`config.mk`:
```
export PLATFORM = sky130hd
export DESIGN_NAME = imm_encoder
export DESIGN_NICKNAME = d
export VERILOG_FILES = /design/src/rtl/imm_encoder.sv
export SDC_FILE = /design/constraint.sdc
export NUM_CORES = 1
export LEC_CHECK = 0
export BUFFER_PORTS_ARGS = -buffer_cell sky130_fd_sc_hd__buf_2
export CORE_MARGIN = 2
export CORE_UTILIZATION = 57
export DETAILED_ROUTE_END_ITERATION = 10
export GPL_TIMING_DRIVEN = 0
export PLACE_DENSITY = 0.95
export SLEW_MARGIN = 10
export SYNTH_ARGS = -nofsm -noshare
export SYNTH_HDL_FRONTEND = slang
export SYNTH_SLANG_ARGS = --single-unit
```
`constraint.sdc`:
```
create_clock -name clk -period 6.1 [get_ports clk]
set_clock_uncertainty 0.15 [all_clocks]
set_input_delay 0.61 -clock clk [delete_from_list [all_inputs] [get_ports clk]]
set_output_delay 0.61 -clock clk [all_outputs]
set_load 0.005 [all_outputs]
```
`src/rtl/imm_encoder.sv`:
```
// Streaming immediate encoder: places a 32-bit immediate into the I/S/B/J/U
// bit fields of a base instruction word, behind a two-entry skid-buffered output.
module imm_encoder #(
    parameter int CNT_W = 16
) (
    input  logic             clk,
    input  logic             rst_n,
    input  logic             in_valid,
    output logic             in_ready,
    input  logic [31:0]      in_imm,
    input  logic [2:0]       in_select,
    input  logic [31:0]      in_base,
    output logic             out_valid,
    input  logic             out_ready,
    output logic [31:0]      out_instr,
    output logic             out_err,
    input  logic             cnt_clr,
    output logic [CNT_W-1:0] word_count,
    output logic [CNT_W-1:0] err_count
);

    logic [31:0]      w_mask;
    logic [31:0]      w_field;
    logic [31:0]      w_instr;
    logic             w_err;
    logic             w_accept;
    logic             w_xfer;

    logic             r_outValid;
    logic [31:0]      r_outInstr;
    logic             r_outErr;
    logic             r_skidValid;
    logic [31:0]      r_skidInstr;
    logic             r_skidErr;
    logic [CNT_W-1:0] r_wordCount;
    logic [CNT_W-1:0] r_errCount;

    // Field mask, placed immediate bits and representability per format
    always_comb begin
        w_mask  = '0;
        w_field = '0;
        w_err   = 1'b0;
        case (in_select)
            3'b000: begin
                w_mask  = 32'hFFF0_0000;
                w_field = {in_imm[11:0], 20'b0};
                w_err   = !((&in_imm[31:11]) || !(|in_imm[31:11]));
            end
            3'b001: begin
                w_mask  = 32'hFE00_0F80;
                w_field = {in_imm[11:5], 13'b0, in_imm[4:0], 7'b0};
                w_err   = !((&in_imm[31:11]) || !(|in_imm[31:11]));
            end
            3'b010: begin
                w_mask  = 32'hFE00_0F80;
                w_field = {in_imm[12], in_imm[10:5], 13'b0, in_imm[4:1], in_imm[11], 7'b0};
                w_err   = !((&in_imm[31:12]) || !(|in_imm[31:12])) || in_imm[0];
            end
            3'b011: begin
                w_mask  = 32'hFFFF_F000;
                w_field = {in_imm[20], in_imm[10:1], in_imm[11], in_imm[19:12], 12'b0};
                w_err   = !((&in_imm[31:20]) || !(|in_imm[31:20])) || in_imm[0];
            end
            3'b100: begin
                w_mask  = 32'hFFFF_F000;
                w_field = {in_imm[31:12], 12'b0};
                w_err   = |in_imm[11:0];
            end
            default: begin
                w_err   = 1'b1;
            end
        endcase
    end

    assign w_instr  = (in_base & ~w_mask) | w_field;
    assign w_accept = in_valid && !r_skidValid;
    assign w_xfer   = r_outValid && out_ready;

    // The skid register only fills while the output is stalled, so an accept
    // never coincides with a skid-to-output move.
    always_ff @(posedge clk or negedge rst_n) begin
        if (!rst_n) begin
            r_outValid  <= 1'b0;
            r_outInstr  <= '0;
            r_outErr    <= 1'b0;
            r_skidValid <= 1'b0;
            r_skidInstr <= '0;
            r_skidErr   <= 1'b0;
        end else if (w_accept && (!r_outValid || w_xfer)) begin
            r_outValid  <= 1'b1;
            r_outInstr  <= w_instr;
            r_outErr    <= w_err;
        end else if (w_accept) begin
            r_skidValid <= 1'b1;
            r_skidInstr <= w_instr;
            r_skidErr   <= w_err;
        end else if (w_xfer) begin
            if (r_skidValid) begin
                r_outInstr  <= r_skidInstr;
                r_outErr    <= r_skidErr;
                r_skidValid <= 1'b0;
            end else begin
                r_outValid  <= 1'b0;
            end
        end
    end

    always_ff @(posedge clk or negedge rst_n) begin
        if (!rst_n) begin
            r_wordCount <= '0;
            r_errCount  <= '0;
        end else if (cnt_clr) begin
            r_wordCount <= '0;
            r_errCount  <= '0;
        end else if (w_accept) begin
            if (r_wordCount != {CNT_W{1'b1}}) begin
                r_wordCount <= r_wordCount + 1'b1;
            end
            if (w_err && (r_errCount != {CNT_W{1'b1}})) begin
                r_errCount <= r_errCount + 1'b1;
            end
        end
    end

    assign in_ready   = !r_skidValid;
    assign out_valid  = r_outValid;
    assign out_instr  = r_outInstr;
    assign out_err    = r_outErr;
    assign word_count = r_wordCount;
    assign err_count  = r_errCount;

endmodule

```
# After elaboration in Yosys (flattened, before gate mapping)
# Cells that the tools add are included.
dict set report totals {
  elab_cells 86
  register_bits 100
  mem_bits_ro 0
  latch_bits 0
  memories 0
  ramBits 0
  out_inout_bits 67
}
dict set report op_classes {
  n_eq_ne 8
  n_addsub 2
  magnitude_cmp 0
  n_shift 0
  n_mul 0
  muxes 23
  n_div 0
  n_reduce_logical 41
  n_bitwise 4
}
# op n
set ops {}
lappend ops {{$pmux W32 S5} 1}
lappend ops {{$mux W32} 4}
lappend ops {{$mux W16} 6}
lappend ops {{$pmux W32 S3} 1}
lappend ops {{$add A16 B1 Y16 const B} 2}
lappend ops {{$and A32 B32 Y32} 1}
lappend ops {{$ne A16 B16 Y1 const B} 2}
lappend ops {{$not A32 Y32} 1}
lappend ops {{$or A32 B32 Y32} 1}
lappend ops {{$reduce_or A12 Y1} 2}
lappend ops {{$reduce_and A21 Y1} 1}
lappend ops {{$reduce_or A21 Y1} 1}
lappend ops {{$reduce_and A20 Y1} 1}
lappend ops {{$reduce_or A20 Y1} 1}
lappend ops {{$reduce_and A12 Y1} 1}
lappend ops {{$reduce_bool A2 Y1} 6}
lappend ops {{$mux W1} 10}
lappend ops {{$logic_not A1 Y1} 8}
lappend ops {{$reduce_and A2 Y1} 4}
lappend ops {{$eq A3 B2 Y1 const B} 2}
lappend ops {{$logic_or A1 B1 Y1} 6}
lappend ops {{$reduce_and A3 Y1} 2}
lappend ops {{$reduce_or A2 Y1} 3}
lappend ops {{$logic_and A1 B1 Y1} 4}
lappend ops {{other kinds (6)} 7}

# Logic depth before layout (Yosys ltp)
# Gate-level depths: netlist (run 1).
dict set report logic_depth {
  depth_word 10
  mapped_depth 8
}

# Worst setup path before layout (run 1)
# OpenSTA, ideal clock, no wires.
dict set report synth_path {
  path_type {input -> register}
  start {in in_select[0]}
  end {reg r_errCount[11], in the netlist err_count[11]}
  t_arrival_ns 2.223
  setup_ns 0.125
  setup_slack_ns 3.602
  stages 8
  required_ns 5.825
  path_cell_list {buf_2 o21bai_1 o2bb2ai_1 a211oi_1 nor2_2 buf_4 nor4b_1 mux2_2}
}
dict set report synth_between {
  elab_chain_cells 6
  word_cells_on_any_way 10
  classes_between {eq/ne: 4; mux: 1; reduce/logical: 5}
}
# item line_no
set synth_lines {}
lappend synth_lines {{start: declaration} 11} ;# input logic [2:0] in_select,
lappend synth_lines {{$eq A3 B1 Y1 or $logic_not A3 Y1 (tied branches)} 43} ;# case (in_select)
lappend synth_lines {{$reduce_or A2 Y1 (no source line)} n/a}
lappend synth_lines {{$pmux W1 S4 *} 43}
lappend synth_lines {{$logic_and A1 B1 Y1 *} 119} ;# if (w_err && (r_errCount != {CNT_W{1'b1}})) begin
lappend synth_lines {{$reduce_bool A2 Y1 (no source line) *} n/a}
lappend synth_lines {{$reduce_and A2 Y1 (no source line) *} n/a}
lappend synth_lines {{end signal: assignment} 120} ;# r_errCount <= r_errCount + 1'b1;
lappend synth_lines {{end: declaration} 36} ;# logic [CNT_W-1:0] r_errCount;
# Every way passes the cells marked *; elsewhere a longest branch is shown, timed or not.
# A chain may end at the register's enable or synchronous reset.

# Worst setup path in the final report (run 1)
# Same ends and word-level chain as after synthesis.

==> results of run 1 <==
-- power by group through the flow --
| stage | combinational (mW) | clock (mW) | sequential, mW |
|---|---|---|---|
| 2_1_floorplan | 0.446 | 0 | 1.02 |
| 3_3_place_gp | 0.719 | 0 | 1.02 |
| 3_5_place_dp | 0.765 | 0 | 1.04 |
| 4_1_cts | 0.771 | 0.559 | 1.03 |
| 5_1_grt | 0.857 | 0.587 | 1.05 |
| 6_report | 0.774 | 0.554 | 1.03 |
-- placed cells by master, fill, tap and decap left out, types with 3 or more instances in the layout --
master       n
dfrtp_1    100
a211oi_1     3
a22oi_1     13
nand4_1     14
a221oi_1     3
buf_2      140
xnor2_1      4
nand2_1     38
or4_1        3
buf_4        3
and2_1       3
nor3_1       7
mux2_2      27
o21ai_0     37
nor2b_1     11
buf_1        3
bufinv_16    4
nor2_1      68
and4_1       3
nand3_1     15
o31ai_1      4
a222oi_1     3
nand2b_1     3
or3_1        4
clkbuf_1    19
clkbuf_8    10
xor2_1      10
a31oi_1      3
inv_1        9
nor4_1      12
a21oi_1     43
mux2i_1     34
and3_1       4
-- kinds of logic (layout without fill, tap and decap cells) --
family                   after synthesis  after routing  synth area share
multiplexers                          61             61            0.1264
AO/OA/AOI/OAI                        121            121            0.1424
buffers and inverters                 38            192           0.03044
adder cells (fa/ha/maj)                2              2          0.004908
flip-flops                           100            100            0.4909
XOR/XNOR                              14             14           0.02405
AND/OR/NAND/NOR                      191            191            0.1809
-- worst max-delay path, cell delays in order --
cell	delay [ns]
buf_2	0.11
buf_2	0.17
o21bai_1	0.16
o2bb2ai_1	0.14
a211oi_1	0.48
nor2_2	0.11
buf_4	0.19
nor4b_1	0.44
mux2_2	0.38
-- worst max-delay path by stage --
stage | endpoint | cells after the start | slack, ns | from
final | err_count[11] | 9 | 3.42 | in_select[0]
after global routing | err_count[11] | 9 | 3.39 | in_select[0]
after CTS | err_count[11] | 9 | 3.45 | in_select[0]
after detailed placement | err_count[11] | 9 | 3.08 | in_select[0]
after global placement | err_count[6] | 9 | 3.18 | in_select[0]
after floorplan | err_count[11] | 8 | 3.60 | in_select[0]
-- per-layer routing --
metal | GRT usage | part of all wire | vias to the layer above | wire length, um
met4 | 0.1149 | 0.021 | 0 | 306
met1 | 0.3812 | 0.40 | 2389 | 5732
li1 | - | - | 2211 | -
met5 | 0 | 0 | - | 0
met2 | 0.4997 | 0.52 | 201 | 7472
met3 | 0.04043 | 0.062 | 27 | 890
-- registers in the layout (all words and copies together), names as in the netlist --
name,count
out_instr,32
r_skidInstr,32
err_count,16
word_count,16
out_err,1
out_valid,1
r_skidErr,1
r_skidValid,1
-- cell type report --
cell class,count,area share
Sequential cell,100,0.4023
Timing Repair Buffer,138,0.1151
Inverter,10,0.006035
Clock buffer,10,0.02213
Clock inverter,6,0.02152
Multi-Input combinational cell,389,0.3923
Tap cell,108,0.02173
Buffer,28,0.01891
-- metrics by stage --
stage                     setup WS, ns  total power [mW]
final                            3.419             2.357
after global routing             3.392             2.495
after CTS                        3.453             2.355
after detailed placement         3.084             1.804
after global placement           3.181             1.737
after floorplan                  3.602             1.465
==> results.toml, run 1 <==
[grt]
grt_pass1_wl_um = 22890
antenna_found_initial = 0
grtUsageTotal = 0.2929
grt-ovfl-total = 0
first_global_vias = 4761
grt_max_degree = 57

[worst_setup_path]
crit_path_end_kind = "flip-flop"
rr_worst_depth = 7
r2r_end = "err_count[11]"
start_kind = "input pin"
required_ns = 6.21
arrival_ns = 2.79
critical_path_class = "input pin to flip-flop"
r2r_slack_ns = 3.70
r2r-start = "err_count[3]"
crit_fanout = 10

[final_layout]
instances_no_fill = 789
area.sequential_um2 = 2502
final_area_um2 = 6220
fin_nets = 750
fin_util = 0.7167
multi_input_area_um2 = 2440
drive_gt1_frac = 0.2790
areaGrowthSynthToFinish_pct = 22.02
fillCellCount = 649
antenna_cells = 0

[clock_network]
clock_sinks = 100
clock_path_buffers = 2
hold_buffers = 0
cts_inserted_buffers = 9
insertion_delay_ns = 0.37
cts_resized = 0
cts_tree = "yes"
postCtsSetupBuffers = 0
path_clk_slew_ns = 0.10
clock_tree.root_cell = "clkbuf_8"
cts_max_level = 3

[synthesis]
seq_area_frac_synth = 0.4909
ys_ff_latch = 100
yosysTopAreaCellShare = 0.4909
ys.flop_type = "dfrtp_1"
synth.net_count = 601
ys_types = 48
syn_area_per_cell_um2 = 9.672
ys_warn_count = 0
synth_area_um2 = 5097
synth_commonest_cells = "dfrtp_1, nor2_1, a21oi_1"
synth_edf_count = 0
async_flop_share = 1.000
synth_area_leaders = "dfrtp_1, mux2i_1, mux2_2, nor2_1, a21oi_1"
netlist_instances = 527
yosys.cell_count.top_type = "dfrtp_1"
yosysTopAreaCell = "dfrtp_1"

[power_and_ir_drop]
seq_power_share = 0.437
ir_drop_uv = 241.4
p_leak_nw = 2.888
switching_share = 0.3415
comb_power_share = 0.328
p_clk_frac = 0.235
p_switching_mw = 0.8048
p_int_mw = 1.552
powerDensity_nw_per_um2 = 378.9

[detailed_routing]
detail_route.vias_per_cell = 6.119
drtIter0Drc = 352
dr.pass1.iters = 5
num_vias = 4828
drc = 0
drt_wl_total_um = 14400
antenna_left = 0
wl_per_cell_um = 18.25

[timing]
hold_viol = 0
rsz0062_at_grt = "no"
maxSlewViolCount = 0
setup_viol = 0
final.setup.tns_ns = 0
whs_ns = 0.08181
period_minus_slack_ns = 2.681
fmax_ghz = 0.3730
tightest_slew_ns = 0.7754
min_period_over_period = 0.4395
max-slew-margin-rel = 0.4831

[place]
portBuffers = 137
place_area_um2 = 5948
place_hpwl_um = 10790
gp_congestion = 0.9473
dp_cells = 773

[hold_path]
hold_class = "input pin to async pin"

[die]
die_area_um2 = 9715
fp.dieW_um = 98.57
num_rows = 34
coreArea_um2 = 8678
start_util = 0.5874
io_pins = 139
die_h_um = 98.57

[status]
status = "complete, no violations"

[job]
maxCapViolCount = 0
Note: power is estimated with default switching activity, not from simulation.
==> run 2: changes to the inputs <==
--- a/config.mk
+++ b/config.mk
@@ -5,12 +5,13 @@
 export SDC_FILE = /design/constraint.sdc
 export NUM_CORES = 1
 export LEC_CHECK = 0
+export ABC_AREA = 1
 export BUFFER_PORTS_ARGS = -buffer_cell sky130_fd_sc_hd__buf_2
 export CORE_MARGIN = 2
-export CORE_UTILIZATION = 57
+export CORE_UTILIZATION = 49
 export DETAILED_ROUTE_END_ITERATION = 10
 export GPL_TIMING_DRIVEN = 0
-export PLACE_DENSITY = 0.95
+export PLACE_DENSITY = 0.86
 export SLEW_MARGIN = 10
 export SYNTH_ARGS = -nofsm -noshare
 export SYNTH_HDL_FRONTEND = slang
==> constraint.sdc (replaced) <==
create_clock -name clk -period 2.42 [get_ports clk]
set_clock_uncertainty 0.15 [all_clocks]
set_input_delay 0.242 -clock clk [delete_from_list [all_inputs] [get_ports clk]]
set_output_delay 0.242 -clock clk [all_outputs]
set_load 0.005 [all_outputs]
==> run 2 against run 1 <==
Largest power group unchanged; die area grew 29%; highest routed layer unchanged; register-to-register slack lost 3.5 ns; total power rose to 2.6 times the previous value; critical endpoint is now word_count[8].
==> results.toml, run 2 <==
[timing]
min_period_over_period = 0.9303
fmax_ghz = 0.4442
setup_viol = 0
maxSlewViolCount = 0
final.setup.tns_ns = 0
tightest_slew_ns = 0.5788
max-slew-margin-rel = 0.6141
rsz0062_at_grt = "no"
hold_viol = 0
period_minus_slack_ns = 2.251

[die]
io_pins = 139
coreArea_um2 = 11420
num_rows = 39
start_util = 0.5008
die_area_um2 = 12550
die_h_um = 112.0
fp.dieW_um = 112.0

[place]
gp_congestion = 0.9204
portBuffers = 136
dp_cells = 1028
place_hpwl_um = 11640

[grt]
first_global_vias = 5379
grt_use_met3 = 0.04374
antenna_found_initial = 0
gr-usage-met1 = 0.3510
busiest_layer = "met2"
grt-ovfl-total = 0
grtUsageTotal = 0.2569
met2_usage = 0.4073
grt_max_degree = 65
grt_pass1_wl_um = 25860

[clock_network]
clock_path_buffers = 2
path_clk_slew_ns = 0.07
clock_tree.root_cell = "clkbuf_16"
cts_resized = 0
postCtsSetupBuffers = 0
cts_max_level = 3
hold_buffers = 8
cts_inserted_buffers = 9
cts_tree = "yes"
insertion_delay_ns = 0.36
clock_sinks = 100

[final_layout]
areaGrowthSynthToFinish_pct = 23.09
fin_nets = 978
layout_commonest_cell = "nand2_1"
drive_gt1_frac = 0.2233
antenna_cells = 0
mostFrequentLayoutCells = "nand2_1, buf_2, dfrtp_1, inv_1, o21ai_0"
instances_no_fill = 1052

[detailed_routing]
antenna_left = 0
detail_route.vias_per_cell = 5.343
drt_wl_total_um = 15680
wl_per_cell_um = 14.91
dr.pass1.iters = 5
num_vias = 5621
drtIter0Drc = 539
drc = 0

[worst_setup_path]
cpLargestDelayFamily = "simple AND/OR/NAND/NOR gates"
required_ns = 2.51
crit_path_end_kind = "flip-flop"
crit_path_frequent_cell = "nand2_2"
start_kind = "flip-flop"
critical_path_class = "flip-flop to flip-flop"
cpPeakStageDelay_ns = 0.51
arrival_ns = 2.34
crit_fanout = 10
crit_path_cell_trace = "ha_1, nand2_1, nor2_4, nand3_2, nor2_2, nand2_2, nand2_4, nand2_2, buf_6, nand4_1, o21ai_1"
critPathSlowestCell = "dfrtp_1"
cp_num_buf_inv = 1

[job]
maxCapViolCount = 0

[synthesis]
yosys.cell_count.top_type = "nand2_1"
synth_commonest_cells = "nand2_1, dfrtp_1, inv_1"
ys.flop_type = "dfrtp_1"
ys_warn_count = 0
seq_area_frac_synth = 0.4376
yosysTopAreaCell = "dfrtp_1"
netlist_instances = 748
synth.net_count = 822
synth_area_um2 = 5718
yosysTopAreaCellShare = 0.4376
synth_area_leaders = "dfrtp_1, nand2_1, o21ai_0, inv_1, nand4_1"
ys_types = 49
syn_area_per_cell_um2 = 7.644
ys_ff_latch = 100
synth_edf_count = 0
async_flop_share = 1.000

[status]
status = "complete, no violations"

[power_and_ir_drop]
p_leak_nw = 3.586
powerDensity_nw_per_um2 = 875.4
ir_drop_uv = 659.0
power_mw = 6.161

[hold_path]
hold_class = "input pin to flip-flop"
-- run 2: cell count changes in the layout (fill, tap and decap cells not counted), sizes merged, moves of 11 or more --
| cell | change |
|---|---|
| nand2 | +179 |
| inv | +82 |
| o21ai | +59 |
| a21oi | -31 |
| mux2i | -29 |
| nand3 | +29 |
| mux2 | -24 |
| nand4 | +17 |
| a22oi | -13 |
| nor2 | -12 |
| nor2b | -11 |
| nor4 | -11 |
-- run 2: final cells by class --
cell class,count,area (um^2)
buffer,28,158.9
clock buffer,10,239.0
clock inverter,6,111.4
fill,1021,4380
timing repair buffer,145,790.8
sequential,100,2502
inverter,94,362.8
multi-input combinational,526,2694
tap,143,178.9
-- run 2: logic make-up after synthesis --
logic type	after synthesis	share of synthesized area
AND/OR/NAND/NOR	358	0.2851
AO/OA/AOI/OAI	142	0.1425
buffers and inverters	122	0.09125
flip-flops	100	0.4376
XOR/XNOR	16	0.02451
multiplexers	8	0.01466
adder cells (fa/ha/maj)	2	0.004376
-- run 2: final timing paths --
kind | from | endpoint | slack, ns | depth (start not counted)
min | out_ready | r_skidValid | 0.02 | 4
max reg2reg | word_count[0] | word_count[8] | 0.17 | 11
min reg2reg | out_instr[27] | out_instr[27] | 0.33 | 2
min in group asynchronous | rst_n | out_instr[6] | 0.24 | 2
max | word_count[0] | word_count[8] | 0.17 | 11
max in group asynchronous | rst_n | r_skidInstr[11] | 1.20 | 3
-- run 2: routing by layer --
layer / wire, um / part of all wire / up-vias
li1: - / - / 2763
met1: 7089 / 0.45 / 2650
met2: 7373 / 0.47 / 174
met3: 757 / 0.048 / 34
met4: 461 / 0.029 / 0
met5: 0 / 0 / -
-- run 2: worst reg2reg max path: stages (launching register included) --
cell and delay, ns:
dfrtp_1 0.51, ha_1 0.25, nand2_1 0.12, nor2_4 0.18
nand3_2 0.11, nor2_2 0.14, nand2_2 0.10, nand2_4 0.13
nand2_2 0.13, buf_6 0.16, nand4_1 0.08, o21ai_1 0.08
-- run 2: metrics by stage --
step	util	hold slack [ns]	cell area, um^2	worst slack (ns)
finish	0.6164	0.02428	7038	0.1687
global route	0.6164	0.05065	7038	0.008267
CTS	0.6164	0.01097	7038	0.1934
detailed placement	0.5787	0.09603	6608	0.2063
global placement	0.5760	0.3074	6578	-0.1030
floorplan	-	-0.2036	5718	0.5152
-- run 2: power by group --
group	internal, mW	leakage, nW	switching [mW]
clock network	1.04	0.169	0.649
logic	0.767	2.15	1.19
registers	2.24	1.27	0.274
